`config.mk`:
```
export PLATFORM = sky130hd
export DESIGN_NAME = writeback_queue
export DESIGN_NICKNAME = d
export VERILOG_FILES = /design/src/rtl/writeback_queue.sv
export SDC_FILE = /design/constraint.sdc
export NUM_CORES = 1
export LEC_CHECK = 0
export ABC_AREA = 0
export BUFFER_PORTS_ARGS = -buffer_cell sky130_fd_sc_hd__buf_2
export CORE_MARGIN = 1.5
export CORE_UTILIZATION = 52
export DETAILED_ROUTE_END_ITERATION = 6
export GPL_TIMING_DRIVEN = 0
export HOLD_SLACK_MARGIN = 0.03
export PLACE_DENSITY = 0.76
export SYNTH_ARGS = -nofsm -noshare
export SYNTH_HDL_FRONTEND = slang
export SYNTH_SLANG_ARGS = --single-unit
```
`constraint.sdc`:
```
create_clock -name clk -period 3.8 [get_ports clk]
set_input_delay 0.38 -clock clk [delete_from_list [all_inputs] [get_ports clk]]
set_output_delay 0.38 -clock clk [all_outputs]
set_load 0.05 [all_outputs]
```
`src/rtl/writeback_queue.sv`:
```
// Writeback stage: in-order queue merging ALU and memory results onto the register bank
// write port, with a pending-write probe for operand-fetch hazard detection.
`ifndef WIDTH
`define WIDTH 32
`endif
`ifndef REG_SEL
`define REG_SEL 5
`endif
`ifndef PRED_REG_SEL
`define PRED_REG_SEL 3
`endif
`ifndef S_REGS
`define S_REGS 1'b0
`endif
`ifndef P_REGS
`define P_REGS 1'b1
`endif

module writeback_queue #(
  parameter int DEPTH        = 4,
  parameter int WIDTH        = `WIDTH,
  parameter int REG_SEL      = `REG_SEL,
  parameter int PRED_REG_SEL = `PRED_REG_SEL
) (
  input  logic               clk,
  input  logic               reset,
  input  logic               alu_valid,
  output logic               alu_ready,
  input  logic [REG_SEL-1:0] alu_addr,
  input  logic               alu_sel,
  input  logic [WIDTH-1:0]   alu_data,
  input  logic               mem_valid,
  output logic               mem_ready,
  input  logic [REG_SEL-1:0] mem_addr,
  input  logic               mem_sel,
  input  logic [WIDTH-1:0]   mem_data,
  output logic               write_enable,
  output logic [REG_SEL-1:0] z_regbank_addr,
  output logic               z_regbank_sel,
  output logic [WIDTH-1:0]   z_data,
  input  logic [REG_SEL-1:0] query_addr,
  input  logic               query_sel,
  output logic               busy
);

  localparam int PW = $clog2(DEPTH);
  localparam int CW = PW + 1;
  localparam logic [CW-1:0] FULL   = CW'(DEPTH);
  localparam logic [CW-1:0] ALMOST = CW'(DEPTH - 1);

  logic [CW-1:0]      count_reg;
  logic [CW-1:0]      count_next;
  logic [PW-1:0]      head_reg;
  logic [PW-1:0]      tail_reg;
  logic [PW-1:0]      mem_slot;
  logic               alu_push;
  logic               mem_push;
  logic               pop;

  logic [REG_SEL-1:0] addr_mem [DEPTH];
  logic               sel_mem  [DEPTH];
  logic [WIDTH-1:0]   data_mem [DEPTH];

  // Predicate registers only decode the low PRED_REG_SEL address bits.
  function automatic logic reg_match(input logic [REG_SEL-1:0] a, input logic s,
                                     input logic [REG_SEL-1:0] qa, input logic qs);
    return (s == qs) &&
           ((qs == `P_REGS) ? (a[PRED_REG_SEL-1:0] == qa[PRED_REG_SEL-1:0]) : (a == qa));
  endfunction

  // Ready looks only at the registered count; the pop of this edge gives no credit.
  assign alu_ready  = (count_reg < FULL);
  assign mem_ready  = (count_reg < ALMOST) || ((count_reg < FULL) && !alu_valid);
  assign alu_push   = alu_valid && alu_ready;
  assign mem_push   = mem_valid && mem_ready;
  assign pop        = (count_reg != '0);
  assign mem_slot   = tail_reg + PW'(alu_push);
  assign count_next = count_reg + CW'(alu_push) + CW'(mem_push) - CW'(pop);

  always_ff @(posedge clk) begin
    if (alu_push) begin
      addr_mem[tail_reg] <= alu_addr;
      sel_mem[tail_reg]  <= alu_sel;
      data_mem[tail_reg] <= alu_data;
    end
    if (mem_push) begin
      addr_mem[mem_slot] <= mem_addr;
      sel_mem[mem_slot]  <= mem_sel;
      data_mem[mem_slot] <= mem_data;
    end
  end

  always_ff @(posedge clk or negedge reset) begin
    if (!reset) begin
      count_reg      <= '0;
      head_reg       <= '0;
      tail_reg       <= '0;
      write_enable   <= 1'b0;
      z_regbank_addr <= '0;
      z_regbank_sel  <= 1'b0;
      z_data         <= '0;
    end else begin
      count_reg    <= count_next;
      tail_reg     <= tail_reg + PW'(alu_push) + PW'(mem_push);
      write_enable <= pop;
      if (pop) begin
        head_reg       <= head_reg + PW'(1);
        z_regbank_addr <= addr_mem[head_reg];
        z_regbank_sel  <= sel_mem[head_reg];
        z_data         <= data_mem[head_reg];
      end
    end
  end

  // An entry is live when its distance from head is below the occupancy count.
  logic [DEPTH-1:0] entry_hit;
  genvar gi;
  generate
    for (gi = 0; gi < DEPTH; gi++) begin : g_entry
      logic [PW-1:0] offset;
      assign offset = PW'(gi) - head_reg;
      assign entry_hit[gi] = ({1'b0, offset} < count_reg) &&
                             reg_match(addr_mem[gi], sel_mem[gi], query_addr, query_sel);
    end
  endgenerate

  assign busy = (|entry_hit) ||
                (write_enable && reg_match(z_regbank_addr, z_regbank_sel, query_addr, query_sel));

endmodule

```
Yosys cells after proc, flatten, opt, wreduce, memory -nomap -nowiden. Memories as Yosys holds them, arrays and structs flattened. A register that Yosys moved wholly into a read port is not among the register bits. Cells that the tools add are included.

$add $sub $neg: 10. Multiply operators: 0. Divide/modulo/power cells: 0. Order comparisons: 6. Eq/ne operators: 15. Shift-type cells: 0. Mux-type cells: 9. Bitwise operators: 0. Reductions and logical operators: 21.

Operator list (number): $eq 5x5->1 (5); $eq 3x3->1 (5); $logic_and 1x1->1 (13); $lt 2x3->1 (4); $mux 1 (9); $add 3x1->3 (2); $eq 1x1->1 (5); $add 2x1->2 (2); $logic_not 1->1 (4); $reduce_or 4->1 (1); $sub 1x2->2 const A (2); $sub 2x2->2 const A (2); $lt 3x2->1 const B (1); $lt 3x3->1 const B (1); $reduce_bool 3->1 (1); $sub 3x1->3 (1); $add 2x1->2 const B (1); $logic_or 1x1->1 (2).

Flip-flop bits (word level): 8. Latch bits: 0. Bits in writable memories: 152. Bits in read-only memories: 0. Bits of input ports: 86. Word-level logic and storage cells: 68. Memories kept: 3.

Memories: data_mem (depth 4, width 32, read ports 1, clocked after Yosys merged registers in 1, write ports 2, line 62) `logic [WIDTH-1:0] data_mem [DEPTH];`; addr_mem (depth 4, width 5, read ports 5, clocked after Yosys merged registers in 1, write ports 2, line 60) `logic [REG_SEL-1:0] addr_mem [DEPTH];`; sel_mem (depth 4, width 1, read ports 5, clocked after Yosys merged registers in 1, write ports 2, line 61) `logic sel_mem [DEPTH];`.

Longest topological paths before layout.
Depth after elaboration: 6. Mapped depth: 10.

Least setup slack after synthesis. OpenSTA, ideal clock, no wires.

Path kind: flip-flop to flip-flop. Start point: register count_reg[2]. End point: memory addr_mem[0][0] (netlist name), enable pin. Library setup time: 0.491 ns. Arrival: 3.865 ns. Required time: 3.309 ns. Slack: -0.555 ns. Cell stages (with the launch flop): 4. Path buffers: 0. Period minus slack after synthesis: 4.355 ns. Cells stage by stage: dfrtp_1 > inv_1 > nand2_1 > o31ai_1.

RTL lines: from (decl) (line 51) `logic [CW-1:0] count_reg;`; from (signal assigned) (line 103) `count_reg <= count_next;`; to (decl) (line 60).

==> flow_metrics.env <==
export IMPL_outcome="finished with violations"
export IMPL_violations="DRC"
export IMPL_io_buffers=121
export IMPL_first_global_vias=6510
export IMPL_antenna_found_initial=3
export IMPL_avgSynthCellArea_um2=15.1
export IMPL_top_regs="data_mem: 128 flops, z_data: 32 flops, addr_mem: 20 flops"
export IMPL_netlist_area_um2=9650
export IMPL_clk_path_buf_depth=2
export IMPL_core_um2=18100
export IMPL_pwr_share_seq=0.372
export IMPL_largest_reg_flops=128
export IMPL_maxCapViolations=0
export IMPL_cts_resized=0
export IMPL_overflow=0
export IMPL_io_pins=128
export IMPL_required_ns=3.97
export IMPL_fin_util=0.624
export IMPL_area_growth_pct=17.0
export IMPL_dieArea_um2=19400
export IMPL_first_iter_violations=373
export IMPL_postCtsSetupBuffers=0
export IMPL_grt_total_usage=0.250
export IMPL_combPwrFrac=0.441
export IMPL_h_tree_depth=4
export IMPL_drv_slew=0
export IMPL_hp_class="in -> async"
export IMPL_clk_pin_slew_ns=0.07
export IMPL_synth_distinct_cells=33
export IMPL_worst_pin_slew_ns=1.16
export IMPL_viasPerCell=5.82
export IMPL_cp_startpoint="count_reg[2]"
export IMPL_powerDensity_nw_per_um2=856
export IMPL_criticalPathCategory="reg -> reg"
export IMPL_wl_um=23100
export IMPL_fmax_mhz=278
export IMPL_end_kind="flop"
export IMPL_internal_power_mw=5.90
export IMPL_layout_nets=883
export IMPL_gp_congestion=0.789
export IMPL_grt_pass1_wl_um=35600
export IMPL_peakVddDrop_mv=0.433
export IMPL_die_y_um=139
export IMPL_vias=6002
export IMPL_start_kind="flop"
export IMPL_dpl_hpwl_um=15600
export IMPL_synth_cells=641
export IMPL_largest_register="data_mem"
export IMPL_die_w_um=139
export IMPL_hold_buffers=0
export IMPL_wl_per_cell_um=22.3
export IMPL_layout_min_cycle_time_ns=3.60
export IMPL_clock_sinks=198
export IMPL_clockRootBuffer="clkbuf_16"
export IMPL_setup_viol=0
export IMPL_synth_seq_cells=198
export IMPL_clk_latency_ns=0.44
export IMPL_netSwitchingPower_mw=3.77
export IMPL_skew_ns=0.0153
export IMPL_r2r_start="count_reg[2]"
export IMPL_relSlewSlack=0.225
export IMPL_worstPathMaxFanout=25
export IMPL_rrSetupSlack_ns=0.20
export IMPL_p_sw_frac=0.390
export IMPL_cts_tree="built"
export IMPL_drc=10
export IMPL_arrival_ns=3.77
export IMPL_first_pass_iters=7
export IMPL_drive_gt1_frac=0.466
export IMPL_p_clk_frac=0.187
export IMPL_cts_made_buffers=17
export IMPL_finalHoldViolCount=0
export IMPL_postRouteAntennaNets=0
export IMPL_yosysWarnings=0
export IMPL_rows=49
export IMPL_p_total_mw=9.67
export IMPL_synth_seq_area_share=0.592
export IMPL_period_share=0.946
export IMPL_synth_net_count=737
export IMPL_grt_max_degree=47
export IMPL_p_leak_nw=4.40
export IMPL_rsz0062_at_grt="no"
export IMPL_start_util=0.534
==> path summary, 6_finish.rpt <==
path	to	depth (start not counted)
min reg2reg	z_data[18]	2
min in group clk	data_mem[2][6]	2
min	z_regbank_addr[3]	1
max	data_mem[3][0]	10
max reg2reg	data_mem[3][0]	10
max in group asynchronous	z_data[3]	1
==> Yosys cell counts, drive strengths merged <==
cell | count | area (µm²)
nor4 | 5 | 31.3
nor3 | 1 | 5.00
o21ai | 3 | 15.0
o22ai | 2 | 12.5
nand3 | 4 | 20.0
xnor2 | 20 | 175
clkbuf | 16 | 60.1
or4 | 1 | 7.51
nand3b | 1 | 7.51
o2111ai | 2 | 17.5
mux2 | 152 | 1750
xor2 | 11 | 96.3
and2 | 3 | 21.3
o31ai | 1 | 7.51
edfxtp | 152 | 4560
mux4 | 38 | 856
inv | 11 | 41.3
a31oi | 1 | 12.5
or3 | 1 | 11.3
nand2b | 1 | 6.26
a21oi | 7 | 35.0
ha | 8 | 100
nand4 | 1 | 6.26
nor2 | 5 | 18.8
buf | 24 | 128
nand2 | 122 | 458
fa | 2 | 40.0
dfrtp | 46 | 1150
==> cell usage in the layout, fill, tap and decap left out, types with 3 or more instances in the layout <==
cell type,instances
mux2_2,143
mux4_2,38
nor2_1,5
nor4_1,5
nand3_1,4
a21oi_1,7
nand2_1,120
ha_1,8
buf_2,139
clkbuf_1,19
diode_2,3
clkinvlp_4,3
inv_1,10
xnor2_1,20
dfrtp_1,46
buf_1,4
xor2_1,11
mux2_4,9
clkbuf_16,17
edfxtp_1,152
bufinv_16,3
==> critical path: stages (launching register included) <==
cell      delay (ns)
dfrtp_1         0.48
inv_1           0.16
nand2_1         0.21
inv_1           0.12
ha_1            0.21
xnor2_1         0.36
nand3b_1        0.20
buf_2           0.36
buf_2           0.49
nand2_2         0.42
buf_12          0.32
==> per-layer routing <==
metal | global-route usage | routed length (µm) | vias to the layer above
met5 | 0 | 13 | -
li1 | - | - | 2677
met1 | 0.299 | 8910 | 3062
met3 | 0.0502 | 1350 | 44
met2 | 0.438 | 12200 | 217
met4 | 0.110 | 565 | 2
==> metrics by stage <==
stage	setup TNS, ns	cells	hold WS, ns	cell area [µm²]	setup WS, ns
after floorplan	0	641	0.0844	9660	0.0535
after global placement	-64.26	991	0.444	10600	-0.689
after detailed placement	0	997	0.451	10700	0.289
after CTS	0	1029	0.219	11300	0.231
after global routing	0	1031	0.263	11300	0.0112
final	0	1032	0.188	11300	0.204
==> kinds of logic (layout without fill, tap and decap cells) <==
kind of cell               after synthesis  in the layout  share of synthesized area
muxes                                  190            190                      0.270
AOI/OAI and AO/OA                       16             16                     0.0104
adders and majority gates               10             10                     0.0145
DFF                                    198            198                      0.592
and+or+nand+nor                        145            145                     0.0615
xor gates and xnor gates                31             31                     0.0281
other                                    0              3                          0
buffers and inverters                   51            210                     0.0237
==> power groups by stage <==
stage	sequential, mW	combinational, mW	clock [mW]
finish	3.59	4.26	1.81
floorplan	4.30	2.30	0
detailed placement	3.63	4.28	0
global route	3.66	4.54	1.91
global placement	3.62	4.02	0
CTS	3.59	4.30	1.83
==> layout make-up <==
type,instances,area (µm²)
buffer,40,188
antenna,3,7.51
inverter,11,41.3
clock inverter,12,153
multi-input combinational,392,3740
timing repair buffer,127,731
sequential,198,5720
clock buffer,20,437
tap,229,287
fill,1339,6790
(Power assumes the default switching activity.)
